[config.mk]
export PLATFORM = sky130hd
export DESIGN_NAME = bios_portb_arbiter_flat
export DESIGN_NICKNAME = d
export VERILOG_FILES = /design/src/rtl/bios_portb_arbiter_pkg.sv /design/src/rtl/bios_portb_arbiter_if.sv /design/src/rtl/bios_portb_arbiter_starve_ctr.sv /design/src/rtl/bios_portb_arbiter.sv /design/src/flat_wrapper.sv
export SDC_FILE = /design/constraint.sdc
export NUM_CORES = 1
export LEC_CHECK = 0
export BUFFER_PORTS_ARGS = -buffer_cell sky130_fd_sc_hd__buf_4
export CAP_MARGIN = 30
export CORE_MARGIN = 3
export CORE_UTILIZATION = 45
export CTS_CLUSTER_DIAMETER = 150
export DETAILED_ROUTE_END_ITERATION = 8
export PLACE_DENSITY = 0.79
export SLEW_MARGIN = 0
export SYNTH_ARGS = -nofsm -noshare
export SYNTH_HDL_FRONTEND = slang
export SYNTH_SLANG_ARGS = --single-unit
export TNS_END_PERCENT = 100
[constraint.sdc]
create_clock -name clk -period 2.4 [get_ports clk]
set_input_delay 0.36 -clock clk [delete_from_list [all_inputs] [get_ports clk]]
set_output_delay 0.36 -clock clk [all_outputs]
set_load 0.005 [all_outputs]
[src/rtl/bios_portb_arbiter_pkg.sv]
// Shared constants for the BIOS ROM port-B arbiter: grant/tag encodings and default widths.
package bios_arb_pkg;
    localparam logic [1:0] GNT_NONE = 2'd0;
    localparam logic [1:0] GNT_R0   = 2'd1;
    localparam logic [1:0] GNT_R1   = 2'd2;

    localparam int ADDR_W_DEF = 12;
    localparam int DATA_W_DEF = 32;
endpackage

[src/rtl/bios_portb_arbiter_if.sv]
// Requester handshakes plus the ROM port-B wires, bundled for the arbiter (slave) and its environment (master).
interface bios_portb_arbiter_if
    import bios_arb_pkg::*;
#(
    parameter int ADDR_W = ADDR_W_DEF,
    parameter int DATA_W = DATA_W_DEF
);
    logic              r0_valid;
    logic [ADDR_W-1:0] r0_addr;
    logic              r0_ready;
    logic              r0_rvalid;
    logic [DATA_W-1:0] r0_rdata;

    logic              r1_valid;
    logic [ADDR_W-1:0] r1_addr;
    logic              r1_ready;
    logic              r1_rvalid;
    logic [DATA_W-1:0] r1_rdata;

    logic              mem_en;
    logic [ADDR_W-1:0] mem_addr;
    logic [DATA_W-1:0] mem_dout;

    modport master (
        output r0_valid, r0_addr, r1_valid, r1_addr, mem_dout,
        input  r0_ready, r0_rvalid, r0_rdata,
        input  r1_ready, r1_rvalid, r1_rdata,
        input  mem_en, mem_addr
    );

    modport slave (
        input  r0_valid, r0_addr, r1_valid, r1_addr, mem_dout,
        output r0_ready, r0_rvalid, r0_rdata,
        output r1_ready, r1_rvalid, r1_rdata,
        output mem_en, mem_addr
    );
endinterface

[src/rtl/bios_portb_arbiter_starve_ctr.sv]
// Saturating count of r0 grants taken while r1 waits; force_r1 flags that r1 must win next.
module bios_arb_starve_ctr #(
    parameter int STARVE_MAX = 4
) (
    input  logic clk,
    input  logic rst,
    input  logic r0_gnt,
    input  logic r1_gnt,
    input  logic r1_waiting,
    output logic force_r1
);
    localparam logic [3:0] MAX_CNT = 4'(STARVE_MAX);

    logic [3:0] cnt_q;
    logic [3:0] cnt_d;

    always_comb begin
        cnt_d = cnt_q;
        if (r1_gnt || !r1_waiting) begin
            cnt_d = 4'd0;
        end else if (r0_gnt && (cnt_q < MAX_CNT)) begin
            cnt_d = cnt_q + 4'd1;
        end
    end

    always_ff @(posedge clk) begin
        if (rst) begin
            cnt_q <= 4'd0;
        end else begin
            cnt_q <= cnt_d;
        end
    end

    assign force_r1 = (cnt_q == MAX_CNT);
endmodule

[src/rtl/bios_portb_arbiter.sv]
// Two-requester arbiter for BIOS ROM port B: r0 priority with a starvation guard for r1,
// one read per cycle, responses steered back by a registered tag (2-cycle total latency).
module bios_portb_arbiter
    import bios_arb_pkg::*;
#(
    parameter int ADDR_W     = ADDR_W_DEF,
    parameter int DATA_W     = DATA_W_DEF,
    parameter int STARVE_MAX = 4
) (
    input  logic                 clk,
    input  logic                 rst,
    bios_portb_arbiter_if.slave  bus
);
    logic [1:0]        grant;
    logic [1:0]        tag_q;
    logic [1:0]        tag_d;
    logic [ADDR_W-1:0] mem_addr;
    logic              force_r1;

    bios_arb_starve_ctr #(
        .STARVE_MAX (STARVE_MAX)
    ) u_starve (
        .clk        (clk),
        .rst        (rst),
        .r0_gnt     (grant == GNT_R0),
        .r1_gnt     (grant == GNT_R1),
        .r1_waiting (bus.r1_valid),
        .force_r1   (force_r1)
    );

    // Grant is suppressed during reset so no ROM read or ready escapes.
    always_comb begin
        grant = GNT_NONE;
        if (!rst) begin
            if (force_r1 && bus.r1_valid) begin
                grant = GNT_R1;
            end else if (bus.r0_valid) begin
                grant = GNT_R0;
            end else if (bus.r1_valid) begin
                grant = GNT_R1;
            end
        end
    end

    always_comb begin
        mem_addr = '0;
        case (grant)
            GNT_R0:  mem_addr = bus.r0_addr;
            GNT_R1:  mem_addr = bus.r1_addr;
            default: mem_addr = '0;
        endcase
    end

    assign bus.r0_ready = (grant == GNT_R0);
    assign bus.r1_ready = (grant == GNT_R1);
    assign bus.mem_en   = (grant != GNT_NONE);
    assign bus.mem_addr = mem_addr;

    assign tag_d = grant;

    always_ff @(posedge clk) begin
        if (rst) begin
            tag_q <= GNT_NONE;
        end else begin
            tag_q <= tag_d;
        end
    end

    // The tag lines up with ROM data one cycle after issue; capture both into the owner's response regs.
    for (genvar gi = 0; gi < 2; gi++) begin : g_resp
        localparam logic [1:0] MY_TAG = (gi == 0) ? GNT_R0 : GNT_R1;

        logic              rvalid_q;
        logic              rvalid_d;
        logic [DATA_W-1:0] rdata_q;
        logic [DATA_W-1:0] rdata_d;

        always_comb begin
            rvalid_d = (tag_q == MY_TAG);
            rdata_d  = rvalid_d ? bus.mem_dout : rdata_q;
        end

        always_ff @(posedge clk) begin
            if (rst) begin
                rvalid_q <= 1'b0;
                rdata_q  <= '0;
            end else begin
                rvalid_q <= rvalid_d;
                rdata_q  <= rdata_d;
            end
        end
    end

    assign bus.r0_rvalid = g_resp[0].rvalid_q;
    assign bus.r0_rdata  = g_resp[0].rdata_q;
    assign bus.r1_rvalid = g_resp[1].rvalid_q;
    assign bus.r1_rdata  = g_resp[1].rdata_q;
endmodule

[src/flat_wrapper.sv]
// flat-port wrapper written by rule: the top's interface ports become plain ports
module bios_portb_arbiter_flat import bios_arb_pkg::*;
#(
    parameter int ADDR_W     = ADDR_W_DEF,
    parameter int DATA_W     = DATA_W_DEF,
    parameter int STARVE_MAX = 4
)
  (clk, rst, bus_r0_valid, bus_r0_addr, bus_r1_valid, bus_r1_addr, bus_mem_dout, bus_r0_ready, bus_r0_rvalid, bus_r0_rdata, bus_r1_ready, bus_r1_rvalid, bus_r1_rdata, bus_mem_en, bus_mem_addr);
  bios_portb_arbiter_if #(.ADDR_W(ADDR_W), .DATA_W(DATA_W)) bus_i ();
  input  logic clk;
  input  logic rst;
  input wire logic [$bits(bus_i.r0_valid)-1:0] bus_r0_valid;
  input wire logic [$bits(bus_i.r0_addr)-1:0] bus_r0_addr;
  input wire logic [$bits(bus_i.r1_valid)-1:0] bus_r1_valid;
  input wire logic [$bits(bus_i.r1_addr)-1:0] bus_r1_addr;
  input wire logic [$bits(bus_i.mem_dout)-1:0] bus_mem_dout;
  output wire logic [$bits(bus_i.r0_ready)-1:0] bus_r0_ready;
  output wire logic [$bits(bus_i.r0_rvalid)-1:0] bus_r0_rvalid;
  output wire logic [$bits(bus_i.r0_rdata)-1:0] bus_r0_rdata;
  output wire logic [$bits(bus_i.r1_ready)-1:0] bus_r1_ready;
  output wire logic [$bits(bus_i.r1_rvalid)-1:0] bus_r1_rvalid;
  output wire logic [$bits(bus_i.r1_rdata)-1:0] bus_r1_rdata;
  output wire logic [$bits(bus_i.mem_en)-1:0] bus_mem_en;
  output wire logic [$bits(bus_i.mem_addr)-1:0] bus_mem_addr;
  assign bus_i.r0_valid = bus_r0_valid;
  assign bus_i.r0_addr = bus_r0_addr;
  assign bus_i.r1_valid = bus_r1_valid;
  assign bus_i.r1_addr = bus_r1_addr;
  assign bus_i.mem_dout = bus_mem_dout;
  assign bus_r0_ready = bus_i.r0_ready;
  assign bus_r0_rvalid = bus_i.r0_rvalid;
  assign bus_r0_rdata = bus_i.r0_rdata;
  assign bus_r1_ready = bus_i.r1_ready;
  assign bus_r1_rvalid = bus_i.r1_rvalid;
  assign bus_r1_rdata = bus_i.r1_rdata;
  assign bus_mem_en = bus_i.mem_en;
  assign bus_mem_addr = bus_i.mem_addr;
  bios_portb_arbiter #(.ADDR_W(ADDR_W), .DATA_W(DATA_W), .STARVE_MAX(STARVE_MAX)) u_core (.clk(clk), .rst(rst), .bus(bus_i));
endmodule
==> impl_results.md <==
- Routed Antenna Nets: 0
- Cell count after placement: 546
- Final setup fails: 6
- Commonest cells post-synth: 128 x nand2_1, 72 x dfxtp_1, 66 x a21oi_1, 14 x nor2b_1
- CTS root buffer: clkbuf_8
- Initial antenna violation count: 0
- GR Util met1: 0.257
- CP startpoint kind: flop
- Fillers: 469
- Max Freq: roughly 410 MHz
- Most common flop cell mapped by yosys: dfxtp_1
- Post-synthesis sequential area ratio: 0.505
- Reg-to-reg slack, setup: 0.44 ns
- Die width: approximately 86 microns
- Crit path DAT: 2.05 ns
- Total global-route track usage: 0.212
- Combinational share of power: 0.130
- P_leak: 1.87 nW
- Synth Area per Inst: about 8.2 sq um
- Async S/R FF share, synth: 0
- Global routing's busiest layer: met2
- Dpl ws: 0.136 ns
- Power Internal: 2.13 mW
- Chip height: 85.6 microns
- Syn Inst Count: 348
- Seq pwr share: 0.455
- Area delta synth->final: 52.8%
- Hpwl dp: 5.56 mm
- Final TNS setup: -0.0567 ns
- Peak VDD IR: 0.000456 V
- Syn nets: 414
- Final net count: between 500 and 600
- Synth Warn #: 0
- Reg-to-Reg End: u_core.u_starve.cnt_q[1]$_SDFFE_PP0P_
- Die footprint: 7330 sq um
- Top-Level Pins: 141
- Final worst slack: -0.0142 ns
- Min Tclk post-route: between 2 and 2.5 ns
- Hold WS: 0.238 ns
- Most frequent cell after synthesis: nand2_1
- Overflow after GRT: 0
- Clk buf depth: 2
- Synth top area cells: dfxtp_1 51%, nand2_1 17%, a21oi_1 12%
- Non-Filler Instances: 573
- Min-delay src: bus_r0_valid
- Initial Util: 0.474
- Cell Area, Synth: 2850 sq um
- Hold path endpoint: u_core.tag_q[1]$_SDFF_PP0_
- Vias in the first global route: between 2,000 and 3,000
- Reg2Reg Depth: 11
- Share of layout cells above drive strength 1: 0.410
- Vias per inst: 4.99
- Met3 Track Usage GR: 0.0672
- Synth top area share: 0.505
- Post-route DRC: 0
- Switching Share: 0.232
- CTS tree: done
- Hold Crit Depth: 2
- Placer Congestion: 0.759
- Largest net degree at the start of global routing: 39
- Synth area leader: dfxtp_1
- Slew Limit Fails: 0
- CTS Sinks: approximately 70
- WL per Instance: 14.5 microns
- Status: finished with violations
- #FFs+latches synth: 72
- Worst r2r src: u_core.u_starve.cnt_q[0]$_SDFFE_PP0P_
- Row count: 28
- ANT cells: 0
- TritonRoute pass-1 iters: 4
- Worst slew pin tran: between 0.5 and 0.6 ns
- IO Port Bufs: 140
- Critical-path maximum fanout: 8
- Crit. End Element: output pin
- Worst hold path class: input port to flop
- GRT met2 Usage: 0.356
- Clock share of power: 0.415
- Hold Vio Cnt, Final: 0
- Via count: 2,859
- Unique cell type count in the Yosys netlist: 20
- First-pass GRT wire length: between 10 and 15 mm
- Sw power: 644 uW
- Worst-path clk slew: roughly 0.070 ns
- Iter 0 DRT Violations: around 110
- Core box area: roughly 6000 sq um
- Post-synth EDFFs: 0
- Clk_skew: 0.00805 ns
- Failing checks: setup timing
- Rel. slew slack: 0.655
- Num CTS Buffers: 9
- Max-Cap Viols: 0
- Pwr/cell area: 637 nW/um^2
- RSZ-0062 raised after global routing: true
- CP Class: flop to output pin
- Total power: roughly 2.8 mW
- Fin crit share: 1.01
- Slowest-stage cell, CP: dfxtp_2
- Wirelength, routed: slightly above 8 mm
- H-tree Lvls: 3
- Crit-path cells: inv_2, ha_4, nand3b_1, a21oi_2, buf_4, inv_4, ha_4, buf_12, a22oi_2, nor2b_1, buf_4
- Clock latency on the worst-skew pair: roughly 0.34 ns
- Worst EP required: 2.04 ns
- Max stage delay on crit path: between 0.3 and 0.4 ns
[registers in the layout, indices dropped and copies added, names as in the netlist]
signal                 cells
u_core.bus.r0_rdata       32
u_core.bus.r1_rvalid       1
u_core.bus.r1_rdata       32
u_core.bus.r0_rvalid       1
u_core.tag_q               2
u_core.u_starve.cnt_q      4
[final cells by class]
| cell class | count | area, sq um | area share |
|---|---|---|---|
| Sequential cell | 72 | 1440 | 0.331 |
| Inverter | 6 | 25.0 | 0.00574 |
| Tap cell | 75 | 93.8 | 0.0215 |
| Timing Repair Buffer | 160 | 1250 | 0.286 |
| Clock buffer | 10 | 128 | 0.0293 |
| Multi-Input combinational cell | 244 | 1310 | 0.300 |
| Clock inverter | 6 | 115 | 0.0264 |
[worst max-delay path by stage]
stage,start,to
6_report,u_core.u_starve.cnt_q[1]$_SDFFE_PP0P_,bus_mem_addr[7]
5_1_grt,u_core.u_starve.cnt_q[1]$_SDFFE_PP0P_,bus_mem_addr[5]
4_1_cts,u_core.u_starve.cnt_q[0]$_SDFFE_PP0P_,bus_mem_addr[7]
3_5_place_dp,u_core.u_starve.cnt_q[0]$_SDFFE_PP0P_,bus_mem_addr[5]
3_3_place_gp,u_core.u_starve.cnt_q[0]$_SDFFE_PP0P_,bus_mem_addr[5]
2_1_floorplan,u_core.u_starve.cnt_q[0]$_SDFFE_PP0P_,bus_mem_addr[0]
[kinds of logic (layout without fill, tap and decap cells)]
kind of cell | after synthesis | after routing | synth area share
mux | 1 | 1 | 0.00351
compound gates | 81 | 81 | 0.156
flops | 72 | 72 | 0.505
buf+inv | 32 | 182 | 0.0815
fa+ha+maj | 6 | 6 | 0.0263
xor+xnor | 1 | 1 | 0.00307
simple gates | 155 | 155 | 0.225
[metrics by stage]
step | util | cell area [sq um]
3_3_place_gp | 0.643 | 3870
6_report | 0.724 | 4360
3_5_place_dp | 0.643 | 3870
5_1_grt | 0.724 | 4360
4_1_cts | 0.694 | 4180
2_1_floorplan | - | 2850
[power by group through the flow]
stage          Sequential (mW)  Combinational (mW)  Clock [mW]
6_report                  1.26               0.361        1.15
5_1_grt                   1.27               0.395        1.23
4_1_cts                   1.26               0.335        1.18
3_5_place_dp              1.29               0.323           0
3_3_place_gp              1.29               0.316           0
2_1_floorplan             1.29               0.142           0
[critical path: cells and delay by family (launching register included)]
family,cells,cell delay [ns]
adder cells (fa/ha/maj),2,0.31
AO/OA/AOI/OAI,2,0.33
flip-flops,1,0.33
AND/OR/NAND/NOR,2,0.21
buffers and inverters,5,0.52
[layer usage]
metal  up-vias  share of wire
li1       1419              -
met1      1328           0.40
met2       102           0.50
met3        10          0.081
met4         0          0.013
met5         -              0
[cells in the final DEF (no fill, tap or decap), types with 3 or more instances in the layout]
master	n
buf_12	3
nor2b_1	11
a21oi_1	65
buf_4	155
clkbuf_8	9
inv_2	3
nor2b_2	3
nand2_1	128
dfxtp_1	70
nand2b_1	4
ha_4	4
nor2_1	6
bufinv_16	3
a22oi_2	12
[what timing repair did]
item,CTS,global route
hold buffers,0,0
gates resized for setup,9,26
pin swaps,3,14
buffers inserted,2,10
setup endpoints to repair,13,12
hold endpoints to repair,0,0
Power figures use the tool's default switching activity.
